File: src/rtl/id_ex_stage_pkg.sv
// rtl/id_ex_stage_pkg.sv - shared opcodes, ALU op codes and control bundle for decode/execute
package id_ex_stage_pkg;

    localparam logic [6:0] OP_R      = 7'b0110011;
    localparam logic [6:0] OP_IMM    = 7'b0010011;
    localparam logic [6:0] OP_LOAD   = 7'b0000011;
    localparam logic [6:0] OP_STORE  = 7'b0100011;
    localparam logic [6:0] OP_BRANCH = 7'b1100011;
    localparam logic [6:0] OP_LUI    = 7'b0110111;

    localparam logic [3:0] ALU_ADD   = 4'd0;
    localparam logic [3:0] ALU_SUB   = 4'd1;
    localparam logic [3:0] ALU_AND   = 4'd2;
    localparam logic [3:0] ALU_OR    = 4'd3;
    localparam logic [3:0] ALU_XOR   = 4'd4;
    localparam logic [3:0] ALU_SLL   = 4'd5;
    localparam logic [3:0] ALU_SRL   = 4'd6;
    localparam logic [3:0] ALU_SRA   = 4'd7;
    localparam logic [3:0] ALU_SLT   = 4'd8;
    localparam logic [3:0] ALU_SLTU  = 4'd9;
    localparam logic [3:0] ALU_PASSB = 4'd10;

    typedef struct packed {
        logic [3:0] alu_op;
        logic       alu_src;
        logic       reg_write;
        logic       mem_read;
        logic       mem_write;
        logic       mem_to_reg;
        logic       branch;
        logic       illegal;
    } ctrl_t;

    localparam ctrl_t CTRL_NOP = '0;

    // alt selects SUB/SRA; the caller decides when instr[30] is meaningful
    function automatic logic [3:0] alu_op_from_funct3(input logic [2:0] funct3, input logic alt);
        logic [3:0] op;
        case (funct3)
            3'b000:  op = alt ? ALU_SUB : ALU_ADD;
            3'b001:  op = ALU_SLL;
            3'b010:  op = ALU_SLT;
            3'b011:  op = ALU_SLTU;
            3'b100:  op = ALU_XOR;
            3'b101:  op = alt ? ALU_SRA : ALU_SRL;
            3'b110:  op = ALU_OR;
            default: op = ALU_AND;
        endcase
        return op;
    endfunction

endpackage

File: src/rtl/id_ex_stage_imm_gen.sv
// rtl/id_ex_stage_imm_gen.sv - combinational sign-extended immediate generator selected by opcode
module imm_gen
    import id_ex_stage_pkg::*;
(
    input  logic [31:0] instr,
    output logic [31:0] imm
);

    always_comb begin
        imm = 32'd0;
        case (instr[6:0])
            OP_IMM,
            OP_LOAD:   imm = {{20{instr[31]}}, instr[31:20]};
            OP_STORE:  imm = {{20{instr[31]}}, instr[31:25], instr[11:7]};
            OP_BRANCH: imm = {{19{instr[31]}}, instr[31], instr[7], instr[30:25], instr[11:8], 1'b0};
            OP_LUI:    imm = {instr[31:12], 12'd0};
            default:   imm = 32'd0;
        endcase
    end

endmodule

File: src/rtl/id_ex_stage.sv
// rtl/id_ex_stage.sv - RV32I decode with write-back bypass and ID/EX pipeline register
module id_ex_stage
    import id_ex_stage_pkg::*;
(
    input  logic        clk,
    input  logic        reset,
    input  logic        in_valid,
    input  logic [31:0] instr,
    input  logic [31:0] pc,
    input  logic        stall,
    input  logic        flush,
    output logic [4:0]  rs1,
    output logic [4:0]  rs2,
    input  logic [31:0] rf_rdata1,
    input  logic [31:0] rf_rdata2,
    input  logic        wb_we,
    input  logic [4:0]  wb_rd,
    input  logic [31:0] wb_data,
    output logic        ex_valid,
    output logic [31:0] ex_pc,
    output logic [31:0] ex_rs1_data,
    output logic [31:0] ex_rs2_data,
    output logic [31:0] ex_imm,
    output logic [4:0]  ex_rs1,
    output logic [4:0]  ex_rs2,
    output logic [4:0]  ex_rd,
    output logic [3:0]  ex_alu_op,
    output logic        ex_alu_src,
    output logic        ex_reg_write,
    output logic        ex_mem_read,
    output logic        ex_mem_write,
    output logic        ex_mem_to_reg,
    output logic        ex_branch,
    output logic        ex_illegal
);

    logic [6:0]  opcode;
    logic [2:0]  funct3;
    logic [31:0] dec_imm;
    ctrl_t       dec_ctrl;
    logic        use_rs1, use_rs2, use_rd;
    logic [31:0] byp1, byp2;
    logic        wb_hit_ok;

    assign opcode = instr[6:0];
    assign funct3 = instr[14:12];
    assign rs1    = instr[19:15];
    assign rs2    = instr[24:20];

    imm_gen u_imm_gen (
        .instr (instr),
        .imm   (dec_imm)
    );

    always_comb begin
        dec_ctrl = CTRL_NOP;
        use_rs1  = 1'b0;
        use_rs2  = 1'b0;
        use_rd   = 1'b0;
        case (opcode)
            OP_R: begin
                dec_ctrl.reg_write = 1'b1;
                dec_ctrl.alu_op    = alu_op_from_funct3(funct3, instr[30]);
                {use_rs1, use_rs2, use_rd} = 3'b111;
            end
            OP_IMM: begin
                // instr[30] is immediate data except for SRAI
                dec_ctrl.reg_write = 1'b1;
                dec_ctrl.alu_src   = 1'b1;
                dec_ctrl.alu_op    = alu_op_from_funct3(funct3, instr[30] && (funct3 == 3'b101));
                {use_rs1, use_rs2, use_rd} = 3'b101;
            end
            OP_LOAD: begin
                dec_ctrl.reg_write  = 1'b1;
                dec_ctrl.alu_src    = 1'b1;
                dec_ctrl.mem_read   = 1'b1;
                dec_ctrl.mem_to_reg = 1'b1;
                {use_rs1, use_rs2, use_rd} = 3'b101;
            end
            OP_STORE: begin
                dec_ctrl.alu_src   = 1'b1;
                dec_ctrl.mem_write = 1'b1;
                {use_rs1, use_rs2, use_rd} = 3'b110;
            end
            OP_BRANCH: begin
                dec_ctrl.branch = 1'b1;
                dec_ctrl.alu_op = ALU_SUB;
                {use_rs1, use_rs2, use_rd} = 3'b110;
            end
            OP_LUI: begin
                dec_ctrl.reg_write = 1'b1;
                dec_ctrl.alu_src   = 1'b1;
                dec_ctrl.alu_op    = ALU_PASSB;
                use_rd             = 1'b1;
            end
            default: dec_ctrl.illegal = 1'b1;
        endcase
    end

    // Register file writes on the edge, so a same-cycle write-back must be forwarded
    assign wb_hit_ok = wb_we && (wb_rd != 5'd0);
    assign byp1 = (wb_hit_ok && (wb_rd == rs1)) ? wb_data : rf_rdata1;
    assign byp2 = (wb_hit_ok && (wb_rd == rs2)) ? wb_data : rf_rdata2;

    logic        valid_q, valid_d;
    logic [31:0] pc_q, pc_d;
    logic [31:0] d1_q, d1_d;
    logic [31:0] d2_q, d2_d;
    logic [31:0] imm_q, imm_d;
    logic [4:0]  rs1_q, rs1_d;
    logic [4:0]  rs2_q, rs2_d;
    logic [4:0]  rd_q, rd_d;
    ctrl_t       ctrl_q, ctrl_d;

    always_comb begin
        valid_d = valid_q;
        pc_d    = pc_q;
        d1_d    = d1_q;
        d2_d    = d2_q;
        imm_d   = imm_q;
        rs1_d   = rs1_q;
        rs2_d   = rs2_q;
        rd_d    = rd_q;
        ctrl_d  = ctrl_q;
        if (flush || (!stall && !in_valid)) begin
            valid_d = 1'b0;
            pc_d    = 32'd0;
            d1_d    = 32'd0;
            d2_d    = 32'd0;
            imm_d   = 32'd0;
            rs1_d   = 5'd0;
            rs2_d   = 5'd0;
            rd_d    = 5'd0;
            ctrl_d  = CTRL_NOP;
        end else if (stall) begin
            // A held instruction must still see registers written back while it waits
            if (valid_q && wb_hit_ok && (wb_rd == rs1_q)) d1_d = wb_data;
            if (valid_q && wb_hit_ok && (wb_rd == rs2_q)) d2_d = wb_data;
        end else begin
            valid_d = 1'b1;
            pc_d    = pc;
            d1_d    = byp1;
            d2_d    = byp2;
            imm_d   = dec_imm;
            rs1_d   = use_rs1 ? rs1 : 5'd0;
            rs2_d   = use_rs2 ? rs2 : 5'd0;
            rd_d    = use_rd ? instr[11:7] : 5'd0;
            ctrl_d  = dec_ctrl;
        end
    end

    always_ff @(posedge clk or negedge reset) begin
        if (!reset) begin
            valid_q <= 1'b0;
            pc_q    <= 32'd0;
            d1_q    <= 32'd0;
            d2_q    <= 32'd0;
            imm_q   <= 32'd0;
            rs1_q   <= 5'd0;
            rs2_q   <= 5'd0;
            rd_q    <= 5'd0;
            ctrl_q  <= CTRL_NOP;
        end else begin
            valid_q <= valid_d;
            pc_q    <= pc_d;
            d1_q    <= d1_d;
            d2_q    <= d2_d;
            imm_q   <= imm_d;
            rs1_q   <= rs1_d;
            rs2_q   <= rs2_d;
            rd_q    <= rd_d;
            ctrl_q  <= ctrl_d;
        end
    end

    assign ex_valid      = valid_q;
    assign ex_pc         = pc_q;
    assign ex_rs1_data   = d1_q;
    assign ex_rs2_data   = d2_q;
    assign ex_imm        = imm_q;
    assign ex_rs1        = rs1_q;
    assign ex_rs2        = rs2_q;
    assign ex_rd         = rd_q;
    assign ex_alu_op     = ctrl_q.alu_op;
    assign ex_alu_src    = ctrl_q.alu_src;
    assign ex_reg_write  = ctrl_q.reg_write;
    assign ex_mem_read   = ctrl_q.mem_read;
    assign ex_mem_write  = ctrl_q.mem_write;
    assign ex_mem_to_reg = ctrl_q.mem_to_reg;
    assign ex_branch     = ctrl_q.branch;
    assign ex_illegal    = ctrl_q.illegal;

endmodule

File: config.mk
export PLATFORM = sky130hd
export DESIGN_NAME = id_ex_stage
export DESIGN_NICKNAME = d
export VERILOG_FILES = /design/src/rtl/id_ex_stage_pkg.sv /design/src/rtl/id_ex_stage_imm_gen.sv /design/src/rtl/id_ex_stage.sv
export SDC_FILE = /design/constraint.sdc
export NUM_CORES = 1
export LEC_CHECK = 0
export BUFFER_PORTS_ARGS = -buffer_cell sky130_fd_sc_hd__buf_2
export CAP_MARGIN = 5
export CORE_ASPECT_RATIO = 0.8
export CORE_MARGIN = 5
export CORE_UTILIZATION = 47
export DETAILED_ROUTE_END_ITERATION = 10
export PLACE_DENSITY = 0.91
export SETUP_SLACK_MARGIN = 0.4
export SLEW_MARGIN = 0
export SYNTH_ARGS = -nofsm -noshare
export SYNTH_HDL_FRONTEND = slang
export SYNTH_SLANG_ARGS = --single-unit
File: constraint.sdc
create_clock -name clk -period 1.6 [get_ports clk]
set_input_delay 0.08 -clock clk [delete_from_list [all_inputs] [get_ports clk]]
set_output_delay 0.08 -clock clk [all_outputs]
set_load 0.01 [all_outputs]
==> reports/results.tsv <==
stage	metric	value	unit
placement	Port Buffers	335	
sta	RSZ-0062 raised after global routing	yes	
placement	Placed Cells	1084	
worst_hold_path	Hold EP	ex_rs1[0]	
cts	TritonCTS buffer count	17	
critical_path	FF-to-FF setup slack	-0.04	ns
critical_path	crit end category	register	
synth	sequential area share after synthesis	54.47	%
sta	Final setup viols	37	
drt	Detailed Route WL	33380	um
sta	Hold Vio Cnt, Final	0	
cts	CTS tree	built	
critical_path	crit-path max FO	9	
sta	Slew @ Worst Pin	0.4280	ns
cts	latest clock arrival within the worst-skew pair	0.42	ns
sta	WHS	0.06097	ns
sta	setup tns final	-0.5993	ns
sta	fin. max-slew vios	0	
cts	Root Driver	clkbuf_16	
cells_and_area	FF+latch area	3856	um2
global_routing	number of global-route vias before repair	7939	
sta	max_slew headroom	70.65	%
synth	synthesized flop and latch total	154	
sta	clk_skew	0.01457	ns
synth	asr flop ratio synth	100.0	%
cts	CTS Sinks	154	
status	status	complete, but fails checks	
global_routing	global route overflow	0	
critical_path	CP Class	in -> reg	
cells_and_area	fin util	80.00	%
floorplanning	DIE AREA	17620	um2
cells_and_area	Area Overhead vs Synth	68.66	%
sta	fin crit share	104.0	%
worst_hold_path	hold path cells	3	
synth	post-synth cell types	41	
cells_and_area	FILL cells	790	
floorplanning	Top Ports	336	
drt	DR iter-0 viols	643	
placement	HPWL after DPL	16890	um
drt	via/cell ratio	6.034	
placement	GPL Wtd Cong	0.9040	
power	total chip power	9.856	mW
sta	crit path time final	1.664	ns
critical_path	Worst setup SP type	primary input	
drt	via count	7717	
critical_path	critical path arrival	1.95	ns
power	power density cells	826.1	nW/um2
cells_and_area	final instance area	11930	um2
drt	first drt pass iteration count	5	
cells_and_area	commonest non-fill, non-tap cells in the layout	332 x buf_2, 152 x dfrtp_1, 143 x dlygate4sd3_1, 54 x a22o_1, 51 x mux2i_1	
floorplanning	die width	147.2	um
placement	pre-CTS WS	-0.3587	ns
placement	placed cell area	9303	um2
sta	f_max	601.1	MHz
floorplanning	core area	14910	um2
sta	Worst Slack Setup Final	-0.06361	ns
cells_and_area	nets@finish	1244	
synth	mean post-synth cell area	12.41	um2
cells_and_area	commonest non-fill, non-tap cell in the layout	buf_2	
status	failing checks	setup timing	
synth	Mapped Cells	570	
floorplanning	Die H	119.7	um
synth	Yosys warnings	0	
cts	Max clock buf depth	2	
cells_and_area	Layout Cells excl Fill	1279	
power	maximum VDD drop	532.8	uV
global_routing	largest net degree at the start of global routing	90	
critical_path	critical path required time	1.88	ns
synth	syn nets	741	
floorplanning	row count	40	
critical_path	worst r2r src	ex_rs2[0]	
critical_path	r2r endpoint	ex_rs2_data[7]	
cts	H-Tree Depth	4	
global_routing	first-pass GRT wire length	45440	um
synth	number of flops mapped to enable cells by yosys	0	
global_routing	Tot GR Track Use	33.31	%
cells_and_area	layout cells sized above 1	48.66	%
flow_run	max cap viols	0	
power	leakage	6.077	nW
floorplanning	Initial Util	47.43	%
cells_and_area	Multi-input gate area	3386	um2
synth	Synth Cell Area	7074	um2
global_routing	antenna violations before repair	4	
drt	DR WL/cell	26.09	um
drt	DRC violations left	0	
synth	Post-synth top flop	dfrtp_1	
critical_path	Reg2Reg Depth	7	
worst_hold_path	Hold WC Path Type	in -> reg	
drt	post-route ant nets	0	
cts	Worst-path clk slew	0.07	ns
worst_hold_path	min-delay src	instr[15]	
## registers in the layout (all words and copies together), names as in the netlist
register	cells
ex_mem_read	1
ex_rs1_data	32
ex_pc	32
ex_alu_src	1
ex_reg_write	1
ex_alu_op	4
ex_rs1	5
ex_branch	1
ex_rs2	5
ex_imm	32
ex_illegal	1
ex_mem_write	1
ex_valid	1
ex_rd	5
ex_rs2_data	32
## cell families (layout without fill, tap and decap cells)
family	after synthesis	in the layout	synth area share (%)
xor gates and xnor gates	20	20	2.476
muxes	65	65	9.197
and+or+nand+nor	75	75	5.023
AOI/OAI and AO/OA	195	195	23.98
DFF	154	154	54.47
other	0	5	0
buffers and inverters	61	576	4.846
## what timing repair did
item	CTS	global route
setup buffers	2	7
hold buffers	143	0
endpoints found under the hold margin	272	0
cloned	2	5
gates resized for setup	6	59
pin swaps	3	7
endpoints found under the setup margin	83	77
## cells in the mapped netlist (all sizes together) (9+ instances only)
cell type  count  area share (%)
a22o          54             6.7
buf           37             3.6
o2bb2ai       64              11
a21oi         24             1.8
mux2i         65             9.2
nand2         38             2.0
nor2           9            0.48
clkbuf        21             1.1
o21ai         33             2.3
dfrtp        154              54
xnor2         15             1.9
## report_power, final
group | internal (mW) | switching, mW
combinational | 0.851 | 0.904
sequential | 4.00 | 0.0919
clock | 2.28 | 1.73
## worst max-delay path, cell delays in order
cell       delay, ns
buf_6           0.10
buf_4           0.13
buf_4           0.17
xnor2_1         0.26
o211ai_1        0.21
o21bai_4        0.39
mux2i_1         0.47
o2bb2ai_2       0.14
## layout make-up
class / instances / area share [%]
Clock buffer: 20 / 3.912
Sequential cell: 154 / 32.32
Antenna cell: 5 / 0.1049
Timing Repair Buffer: 542 / 32.28
Multi-Input combinational cell: 355 / 28.38
Clock inverter: 11 / 0.9333
Inverter: 3 / 0.09438
Tap cell: 189 / 1.982
## metal layers
layer	track usage [%]	share of wire, %	vias up
met5	0	0	-
met4	18.63	6.6	0
met3	8.947	9.8	195
met2	54.89	48	653
met1	39.74	35	3733
li1	-	-	3136
## worst max-delay path by stage
stage | cells after the start | start | slack (ns) | end
finish | 8 | wb_rd[1] | -0.06 | ex_rs1_data[0]
global route | 7 | ex_rs2[0] | -0.07 | ex_rs2_data[7]
CTS | 7 | ex_rs2[2] | 0.03 | ex_rs2_data[28]
detailed placement | 5 | ex_rs2[3] | -0.36 | ex_rs2_data[28]
global placement | 6 | ex_rs2[0] | -0.30 | ex_rs2_data[28]
floorplan | 7 | wb_rd[1] | -0.18 | ex_rs2_data[0]
No activity file was read; power rests on OpenSTA's default activity.
